===== src/rtl/d_pop_arbiter.sv =====
// Round-robin popper for two read-latency-1 FIFOs feeding one registered valid/ready output.
// Optional macro POP_COUNTERS_EN builds saturating per-lane delivered-word counters.
module d_pop_arbiter #(
    parameter int data_width = 6,
    parameter int cnt_width  = 8
) (
    input  logic                  clk,
    input  logic                  reset,
    input  logic [data_width-1:0] data_out_D0,
    input  logic [data_width-1:0] data_out_D1,
    input  logic                  empty_fifo_D0,
    input  logic                  empty_fifo_D1,
    input  logic                  ready_in,
    output logic                  D0_pop,
    output logic                  D1_pop,
    output logic [data_width-1:0] data_out,
    output logic                  valid_out,
    output logic                  lane_out,
    output logic [cnt_width-1:0]  cnt_D0,
    output logic [cnt_width-1:0]  cnt_D1
);

    typedef enum logic [1:0] {IDLE, POP, CAPT} state_t;

    state_t                state_q, state_d;
    logic                  d0_pop_q, d0_pop_d;
    logic                  d1_pop_q, d1_pop_d;
    logic                  valid_q, valid_d;
    logic                  lane_q, lane_d;
    logic                  last_lane_q, last_lane_d;
    logic                  sel_q, sel_d;
    logic [data_width-1:0] data_q, data_d;
    logic                  pick;
    logic                  out_free;

    // The output slot counts as free when it is empty or being accepted this edge.
    assign out_free = !valid_q || ready_in;

    always_comb begin
        state_d     = state_q;
        d0_pop_d    = d0_pop_q;
        d1_pop_d    = d1_pop_q;
        valid_d     = valid_q;
        lane_d      = lane_q;
        last_lane_d = last_lane_q;
        sel_d       = sel_q;
        data_d      = data_q;
        pick        = 1'b0;

        if (valid_q && ready_in) begin
            valid_d = 1'b0;
        end

        case (state_q)
            IDLE: begin
                if ((!empty_fifo_D0 || !empty_fifo_D1) && out_free) begin
                    if (!empty_fifo_D0 && !empty_fifo_D1) begin
                        pick = ~last_lane_q;
                    end else begin
                        pick = empty_fifo_D0;
                    end
                    d0_pop_d    = ~pick;
                    d1_pop_d    = pick;
                    last_lane_d = pick;
                    sel_d       = pick;
                    state_d     = POP;
                end
            end
            POP: begin
                d0_pop_d = 1'b0;
                d1_pop_d = 1'b0;
                state_d  = CAPT;
            end
            CAPT: begin
                // FIFO read data stays put while we wait here, so the word is taken once.
                if (out_free) begin
                    data_d  = sel_q ? data_out_D1 : data_out_D0;
                    lane_d  = sel_q;
                    valid_d = 1'b1;
                    state_d = IDLE;
                end
            end
            default: state_d = IDLE;
        endcase
    end

    always_ff @(posedge clk) begin
        if (!reset) begin
            state_q     <= IDLE;
            d0_pop_q    <= 1'b0;
            d1_pop_q    <= 1'b0;
            valid_q     <= 1'b0;
            lane_q      <= 1'b0;
            last_lane_q <= 1'b1;
            sel_q       <= 1'b0;
            data_q      <= '0;
        end else begin
            state_q     <= state_d;
            d0_pop_q    <= d0_pop_d;
            d1_pop_q    <= d1_pop_d;
            valid_q     <= valid_d;
            lane_q      <= lane_d;
            last_lane_q <= last_lane_d;
            sel_q       <= sel_d;
            data_q      <= data_d;
        end
    end

    assign D0_pop    = d0_pop_q;
    assign D1_pop    = d1_pop_q;
    assign data_out  = data_q;
    assign valid_out = valid_q;
    assign lane_out  = lane_q;

`ifdef POP_COUNTERS_EN
    logic                 capture;
    logic [cnt_width-1:0] cnt_d0_q, cnt_d0_d;
    logic [cnt_width-1:0] cnt_d1_q, cnt_d1_d;

    assign capture = (state_q == CAPT) && out_free;

    // Counters stick at all-ones instead of wrapping.
    always_comb begin
        cnt_d0_d = cnt_d0_q;
        cnt_d1_d = cnt_d1_q;
        if (capture && !sel_q && (cnt_d0_q != '1)) begin
            cnt_d0_d = cnt_d0_q + cnt_width'(1);
        end
        if (capture && sel_q && (cnt_d1_q != '1)) begin
            cnt_d1_d = cnt_d1_q + cnt_width'(1);
        end
    end

    always_ff @(posedge clk) begin
        if (!reset) begin
            cnt_d0_q <= '0;
            cnt_d1_q <= '0;
        end else begin
            cnt_d0_q <= cnt_d0_d;
            cnt_d1_q <= cnt_d1_d;
        end
    end

    assign cnt_D0 = cnt_d0_q;
    assign cnt_D1 = cnt_d1_q;
`else
    assign cnt_D0 = '0;
    assign cnt_D1 = '0;
`endif

endmodule


===== config.mk =====
export PLATFORM = sky130hd
export DESIGN_NAME = d_pop_arbiter
export DESIGN_NICKNAME = d
export VERILOG_FILES = /design/src/rtl/d_pop_arbiter.sv
export SDC_FILE = /design/constraint.sdc
export NUM_CORES = 1
export LEC_CHECK = 0
export ABC_CLOCK_PERIOD_IN_PS = 1600
export BUFFER_PORTS_ARGS = -buffer_cell sky130_fd_sc_hd__buf_2
export CORE_MARGIN = 2
export CORE_UTILIZATION = 41
export DETAILED_ROUTE_END_ITERATION = 6
export HOLD_SLACK_MARGIN = 0.1
export PLACE_DENSITY = 0.76
export SYNTH_ARGS = -nofsm -noshare
export SYNTH_HDL_FRONTEND = slang
export SYNTH_SLANG_ARGS = --single-unit

===== constraint.sdc =====
create_clock -name clk -period 1.6 [get_ports clk]
set_clock_uncertainty 0.1 [all_clocks]
set_input_delay 0.24 -clock clk [delete_from_list [all_inputs] [get_ports clk]]
set_output_delay 0.24 -clock clk [all_outputs]
set_load 0.05 [all_outputs]

==> results of run 1 <==
## metal layers
layer,vias up,wire [um]
met3,0,122
met4,0,0
met5,-,0
li1,315,-
met2,33,634
met1,268,590
## path summary, 6_finish.rpt
path,from,endpoint,slack (ns),depth (start not counted)
worst min-delay path,reset,sel_q,0.17,3
worst min register to register,D0_pop,D0_pop,0.38,2
worst max-delay path,empty_fifo_D0,D0_pop,0.15,4
worst max register to register,state_q[1],data_out[1],0.21,3
## report_power, final
group | switching [W] | internal [W] | total [W] | leakage (nW)
Clock | 0.000111 | 0.000138 | 0.000250 | 0.0210
Sequential | 0.0000233 | 0.000374 | 0.000398 | 0.115
Combinational | 0.000196 | 0.0000672 | 0.000263 | 0.264
## kinds of logic (layout without fill, tap and decap cells)
family          count (synthesis)  in the layout  synth area share [%]
simple gates                   15             15                 10.50
flops                          14             14                 38.55
mux                             6              6                 8.262
buf+inv                        22             35                 20.83
other cells                     1             16                0.5159
compound gates                 24             24                 21.34
## layout make-up
| type | count | area (um2) |
|---|---|---|
| fill | 183 | 838.3 |
| timing repair buffer | 28 | 150.1 |
| sequential | 14 | 280.3 |
| clock buffer | 4 | 36.28 |
| multi-input combinational | 61 | 351.6 |
| tap | 17 | 21.27 |
| inverter | 3 | 11.26 |
## cells in the mapped netlist
cell,count
sky130_fd_sc_hd__a2111oi_2,1
sky130_fd_sc_hd__o32ai_1,1
sky130_fd_sc_hd__inv_1,2
sky130_fd_sc_hd__a21oi_1,10
sky130_fd_sc_hd__mux2i_1,6
sky130_fd_sc_hd__a21o_1,1
sky130_fd_sc_hd__a211oi_1,6
sky130_fd_sc_hd__nand2_1,2
sky130_fd_sc_hd__buf_2,1
sky130_fd_sc_hd__conb_1,1
sky130_fd_sc_hd__nor2b_1,2
sky130_fd_sc_hd__clkinv_1,1
sky130_fd_sc_hd__and3_1,1
sky130_fd_sc_hd__dfxtp_1,14
sky130_fd_sc_hd__a31oi_1,1
sky130_fd_sc_hd__buf_4,18
sky130_fd_sc_hd__nand2b_1,3
sky130_fd_sc_hd__nand3_1,4
sky130_fd_sc_hd__o22ai_1,2
sky130_fd_sc_hd__o21ai_0,2
sky130_fd_sc_hd__nor2_1,3
## registers in the layout, summed over array words and instances (netlist names)
signal and count:
valid_out 1, D1_pop 1, sel_q 1, lane_out 1, last_lane_q 1, D0_pop 1
state_q 2, data_out 6
## worst max-delay path, cell delays in order
cell and delay [ns]:
sky130_fd_sc_hd__dlygate4sd3_1 0.53, sky130_fd_sc_hd__buf_2 0.15, sky130_fd_sc_hd__a2111oi_2 0.43, sky130_fd_sc_hd__o32ai_1 0.15
## metrics by stage
stage	total power [W]	instances	area (um2)	hold WS [ns]
after CTS	0.0009216	127	850.8	0.1589
after global placement	0.0006611	121	794.5	0.3626
after detailed placement	0.0006641	121	794.5	0.3763
final	0.0009103	127	850.8	0.1745
after global routing	0.0009596	127	850.8	0.1789
after floorplan	0.0006456	97	783.3	0.2318
## repair_timing
item                                    CTS  global route
gates resized for setup                   0             0
endpoints found under the hold margin     1             0
endpoints found under the setup margin    0             0
hold buffers                              2             0
==> qor_table.md, run 1 <==
| Result | Reported | Unit |
|---|---|---|
| Worst-case vdd ir drop | 0.5392 | mV |
| Critical path fanouts, max | 4 | - |
| CTS clk-pin slew, worst paths | 0.08 | ns |
| Number of standard cells after synthesis | 82 | - |
| Critical setup path kind | in -> reg | - |
| RSZ-0062 raised after global routing | false | - |
| Global routing met1 resource utilization | 15.66 | % |
| GR met2 Demand/Resource | 22.22 | % |
| Starting utilization of the core area | 43.04 | % |
| Drt first-iter violations | 13 | - |
| First-pass GRT wire length | 2.049 | mm |
| Outcome | finished clean | - |
| CP Data Required Time | 1.64 | ns |
| Number of port buffers | 26 | - |
| Htree depth | 1 | - |
| Most common library cell in the layout ignoring fill and taps | sky130_fd_sc_hd__buf_2 | - |
| Final critical-path setup slack | 0.1480 | ns |
| Syn Area/Cell | 8.865 | um2 |
| Cell types with the largest area share after synthesis | sky130_fd_sc_hd__dfxtp_1 (39%), sky130_fd_sc_hd__buf_4 (19%), sky130_fd_sc_hd__mux2i_1 (8.3%), sky130_fd_sc_hd__a21oi_1 (6.9%), sky130_fd_sc_hd__a211oi_1 (6.2%) | - |
| Top cell type's share of synthesized area | 38.55 | % |
| DR pass1 iterations | 4 | - |
| Antenna violation net count after detailed routing | 0 | - |
| Setup WS pre-CTS | 0.2450 | ns |
| Number of vias in the routed layout | 616 | - |
| Startpoint type of the worst setup path | input pin | - |
| Total clock buffers created by CTS | 3 | - |
| Row Count | 15 | - |
| Setup violations, final | 0 | - |
| Placer's final routability congestion estimate | 0.6820 | - |
| Highest-count cells in the layout ignoring fill and taps | sky130_fd_sc_hd__buf_2 (26), sky130_fd_sc_hd__conb_1 (16), sky130_fd_sc_hd__dfxtp_1 (14) | - |
| TritonCTS clock tree | yes | - |
| Library cell with the largest summed area after synthesis | sky130_fd_sc_hd__dfxtp_1 | - |
| Final number of hold-violating endpoints | 0 | - |
| Clk_lat worst skew | 0.27 | ns |
| Synthesized flop and latch total | 14 | - |
| Leak Pwr | 0.3998 | nW |
| HPWL Detailed | 1.047 | mm |
| Highest attainable clock frequency | 688.7 | MHz |
| Worst setup EP type | register | - |
| Number of antenna violations at the first check in global routing | 0 | - |
| Power per standard cell area | 1070 | nW/um2 |
| Cell area after synthesis | 726.9 | um2 |
| Share of synthesized area occupied by flip-flops and latches | 38.55 | % |
| Number of global-route vias before repair | 536 | - |
| Final cycle utilization of the critical path | 90.75 | % |
| Share of final-layout standard cells stronger than drive strength 1 | 28.18 | % |
| Buffers inserted by post-CTS timing repair | 0 | - |
| Utilization after layout | 50.37 | % |
| GR met3 Demand/Resource | 5.490 | % |
| Number of warnings reported in the yosys synthesis log | 0 | - |
| IO Count | 43 | - |
| Netlist cell types | 21 | - |
| Largest net degree at the start of global routing | 12 | - |
| Max-cap check violation count | 0 | - |
| Final global-route overflow total | 0 | - |
| Hold/Removal Path Class | in -> reg | - |
| X dimension of the die | 46.11 | um |
| Detailed-route wire length per cell | 10.61 | um |
| Buffer cell driving the clock tree root | sky130_fd_sc_hd__clkbuf_4 | - |
| CP Data Arrival Time | 1.50 | ns |
| Number of clock sinks | 14 | - |
| P&R area growth vs syn | 17.04 | % |
| Antenna diodes | 0 | - |
| Maximum count of clock buffers along a single path | 2 | - |
| Die area | 2126 | um2 |
| Total number of nets in the final design | 128 | - |
| Floorplan Core Area | 1689 | um2 |
| Die Height | 46.11 | um |
| Final sum of negative setup slack | 0 | ns |
| Number of max-slew violations in the final report | 0 | - |
| Global router's overall resource usage | 13.71 | % |
| Final routed wirelength across all metal layers | 1.347 | mm |
| Min Tclk post-route | 1.452 | ns |
| Most crowded layer after global routing | met2 | - |
| Detailed-route vias per instance | 4.850 | - |
| Post-detailed-route DRC marker count | 0 | - |
Note: power is estimated with default switching activity, not from simulation.
==> run 2, diff against run 1 <==
--- a/config.mk
+++ b/config.mk
@@ -8,10 +8,11 @@
 export ABC_CLOCK_PERIOD_IN_PS = 1600
 export BUFFER_PORTS_ARGS = -buffer_cell sky130_fd_sc_hd__buf_2
 export CORE_MARGIN = 2
-export CORE_UTILIZATION = 41
+export CORE_UTILIZATION = 44
+export CTS_BUF_LIST = sky130_fd_sc_hd__clkbuf_2 sky130_fd_sc_hd__clkbuf_4 sky130_fd_sc_hd__clkbuf_8
 export DETAILED_ROUTE_END_ITERATION = 6
 export HOLD_SLACK_MARGIN = 0.1
-export PLACE_DENSITY = 0.76
+export PLACE_DENSITY = 0.81
 export SYNTH_ARGS = -nofsm -noshare
 export SYNTH_HDL_FRONTEND = slang
 export SYNTH_SLANG_ARGS = --single-unit
==> qor_table.md, run 2 (same netlist as run 1, synthesis figures left out) <==
| Result | Reported | Unit | Change |
|---|---|---|---|
| IO Count | 43 | - | unchanged |
| Die area | 1993 | um2 | was 2126 um2 |
| Final number of hold-violating endpoints | 0 | - | unchanged |
| Global router's overall resource usage | 16.62 | % | was 13.71% |
| RSZ-0062 raised after global routing | false | - | unchanged |
| Starting utilization of the core area | 47.70 | % | was 43.04% |
| Worst Hold Depth | 3 | - | unchanged |
| CTS clk-pin slew, worst paths | 0.08 | ns | about the same |
| Length of routed wiring on met1 | 614 | um | was 590 um |
| Highest attainable clock frequency | 668.6 | MHz | was 688.7 MHz |
| Wire length on met2 | 624 | um | was 634 um |
| Drt first-iter violations | 12 | - | was 13 |
| CP Data Required Time | 1.65 | ns | was 1.64 ns |
| Share of final-layout standard cells stronger than drive strength 1 | 28.83 | % | was 28.18% |
| Floorplan Core Area | 1524 | um2 | was 1689 um2 |
| X dimension of the die | 44.65 | um | was 46.11 um |
| Max reg flops | 6 | - | unchanged |
| Antenna violation net count after detailed routing | 0 | - | unchanged |
| Min Tclk post-route | 1.496 | ns | was 1.452 ns |
| Post-detailed-route DRC marker count | 0 | - | unchanged |
| Top sig layer | met4 | - | was met3 |
| Antenna diodes | 0 | - | unchanged |
| Number of global-route vias before repair | 547 | - | was 536 |
| Utilization after layout | 56.24 | % | was 50.37% |
| Power per standard cell area | 1066 | nW/um2 | was 1070 nW/um2 |
| Row Count | 14 | - | was 15 |
| Highest-count cells in the layout ignoring fill and taps | sky130_fd_sc_hd__buf_2 (26), sky130_fd_sc_hd__conb_1 (16), sky130_fd_sc_hd__dfxtp_1 (14) | - | unchanged |
| Number of clock sinks | 14 | - | unchanged |
| Hold_sp | reset | - | unchanged |
| Met3 Routed Length | 157 | um | was 122 um |
| Final routed wirelength across all metal layers | 1.437 | mm | was 1.347 mm |
| Critical path fanouts, max | 4 | - | unchanged |
| Final cycle utilization of the critical path | 93.48 | % | was 90.75% |
| Max-cap check violation count | 0 | - | unchanged |
| Register-to-register setup slack | 0.29 | ns | was 0.21 ns |
| Reg-to-reg critical path startpoint | valid_out | - | was state_q[1] |
| Worst setup EP type | register | - | unchanged |
| Clk_lat worst skew | 0.27 | ns | about the same |
| Final cell area excluding filler cells | 857.1 | um2 | was 850.8 um2 |
| Final sum of negative setup slack | 0 | ns | unchanged |
| Outcome | finished clean | - | unchanged |
| P&R area growth vs syn | 17.90 | % | was 17.04% |
| CP Data Arrival Time | 1.54 | ns | was 1.50 ns |
| Detailed-route vias per instance | 5.031 | - | was 4.850 |
| Design Power | 0.0009137 | W | was 0.0009103 W |
| Final global-route overflow total | 0 | - | unchanged |
| Total clock buffers created by CTS | 3 | - | unchanged |
| Hold/Removal Path Class | in -> reg | - | unchanged |
| Number of max-slew violations in the final report | 0 | - | unchanged |
| Fill cells | 149 | - | was 183 |
| Critical setup path kind | in -> reg | - | unchanged |
| Number of port buffers | 26 | - | unchanged |
| First-pass GRT wire length | 2.297 | mm | was 2.049 mm |
| DR pass1 iterations | 4 | - | unchanged |
| Detailed-route wire length per cell | 11.31 | um | was 10.61 um |
| Setup violations, final | 0 | - | unchanged |
| Placement-stage cell area | 800.8 | um2 | was 794.5 um2 |
| TritonCTS clock tree | yes | - | unchanged |
| Startpoint type of the worst setup path | input pin | - | unchanged |
| Setup WS pre-CTS | 0.2933 | ns | was 0.2450 ns |
| Placer's final routability congestion estimate | 0.7479 | - | was 0.6820 |
| Largest net degree at the start of global routing | 12 | - | unchanged |
| Reg-to-reg endpoint | D0_pop | - | was data_out[1] |
| Worst-case vdd ir drop | 0.6285 | mV | was 0.5392 mV |
| Final critical-path setup slack | 0.1044 | ns | was 0.1480 ns |
| Buffer cell driving the clock tree root | sky130_fd_sc_hd__clkbuf_4 | - | unchanged |
| Number of vias in the routed layout | 639 | - | was 616 |
| Most common library cell in the layout ignoring fill and taps | sky130_fd_sc_hd__buf_2 | - | unchanged |
| Number of antenna violations at the first check in global routing | 0 | - | unchanged |
| HPWL Detailed | 1.097 | mm | was 1.047 mm |
| Total number of nets in the final design | 129 | - | was 128 |
| FF-to-FF path depth | 3 | - | unchanged |
| End point of the worst hold path | D0_pop | - | was sel_q |
| Leak Pwr | 0.4052 | nW | was 0.3998 nW |
| Maximum count of clock buffers along a single path | 2 | - | unchanged |
| Htree depth | 1 | - | unchanged |
| Die Height | 44.65 | um | was 46.11 um |
[run 2: cell count changes in the layout (fill, tap and decap cells not counted)]
cell                    delta
sky130_fd_sc_hd__buf_4     +1
[run 2: critical path: stages]
cell and delay (ns):
sky130_fd_sc_hd__dlygate4sd3_1 0.54, sky130_fd_sc_hd__buf_2 0.15, sky130_fd_sc_hd__a2111oi_2 0.45, sky130_fd_sc_hd__o32ai_1 0.16
[run 2: metal layers]
layer / global-route usage, % / vias up
met5: 0 / -
met4: 10.91 / 0
met3: 5.306 / 4
met2: 26.38 / 44
met1: 18.95 / 273
li1: - / 318
[run 2: cell type report]
| cell class | count | area [um2] | area share, % |
|---|---|---|---|
| clock buffers | 4 | 36.28 | 4.234 |
| repair buffers | 29 | 157.7 | 18.39 |
| well taps | 16 | 20.02 | 2.336 |
| flip-flops and latches | 14 | 280.3 | 32.70 |
| multi-input cells | 61 | 351.6 | 41.02 |
| inverters | 3 | 11.26 | 1.314 |
[run 2: what timing repair did]
action / CTS / global route
resized for setup: 0 / 0
hold buffers: 2 / 0
hold endpoints to repair: 1 / 0
setup buffers: 0 / 0
[run 2: per-stage QoR]
| stage | hold WS (ns) | instances |
|---|---|---|
| 6_report | 0.1836 | 127 |
| 5_1_grt | 0.1756 | 127 |
| 4_1_cts | 0.1741 | 127 |
| 3_5_place_dp | 0.3689 | 121 |
| 3_3_place_gp | 0.3567 | 121 |
| 2_1_floorplan | 0.2318 | 97 |
[run 2: report_power, final]
group	internal (W)	switching [W]	leakage (nW)
combinational	0.0000690	0.000197	0.270
clock	0.000138	0.000111	0.0210
sequential	0.000374	0.0000242	0.115
[run 2: worst max path at each step]
stage | slack (ns) | end | depth (start not counted) | start
finish | 0.10 | D0_pop | 4 | empty_fifo_D0
global route | 0.08 | D0_pop | 4 | empty_fifo_D0
CTS | 0.13 | D0_pop | 4 | empty_fifo_D0
detailed placement | 0.29 | D0_pop | 4 | ready_in
global placement | 0.34 | D0_pop | 4 | ready_in
floorplan | 0.17 | data_out[0] | 3 | valid_out
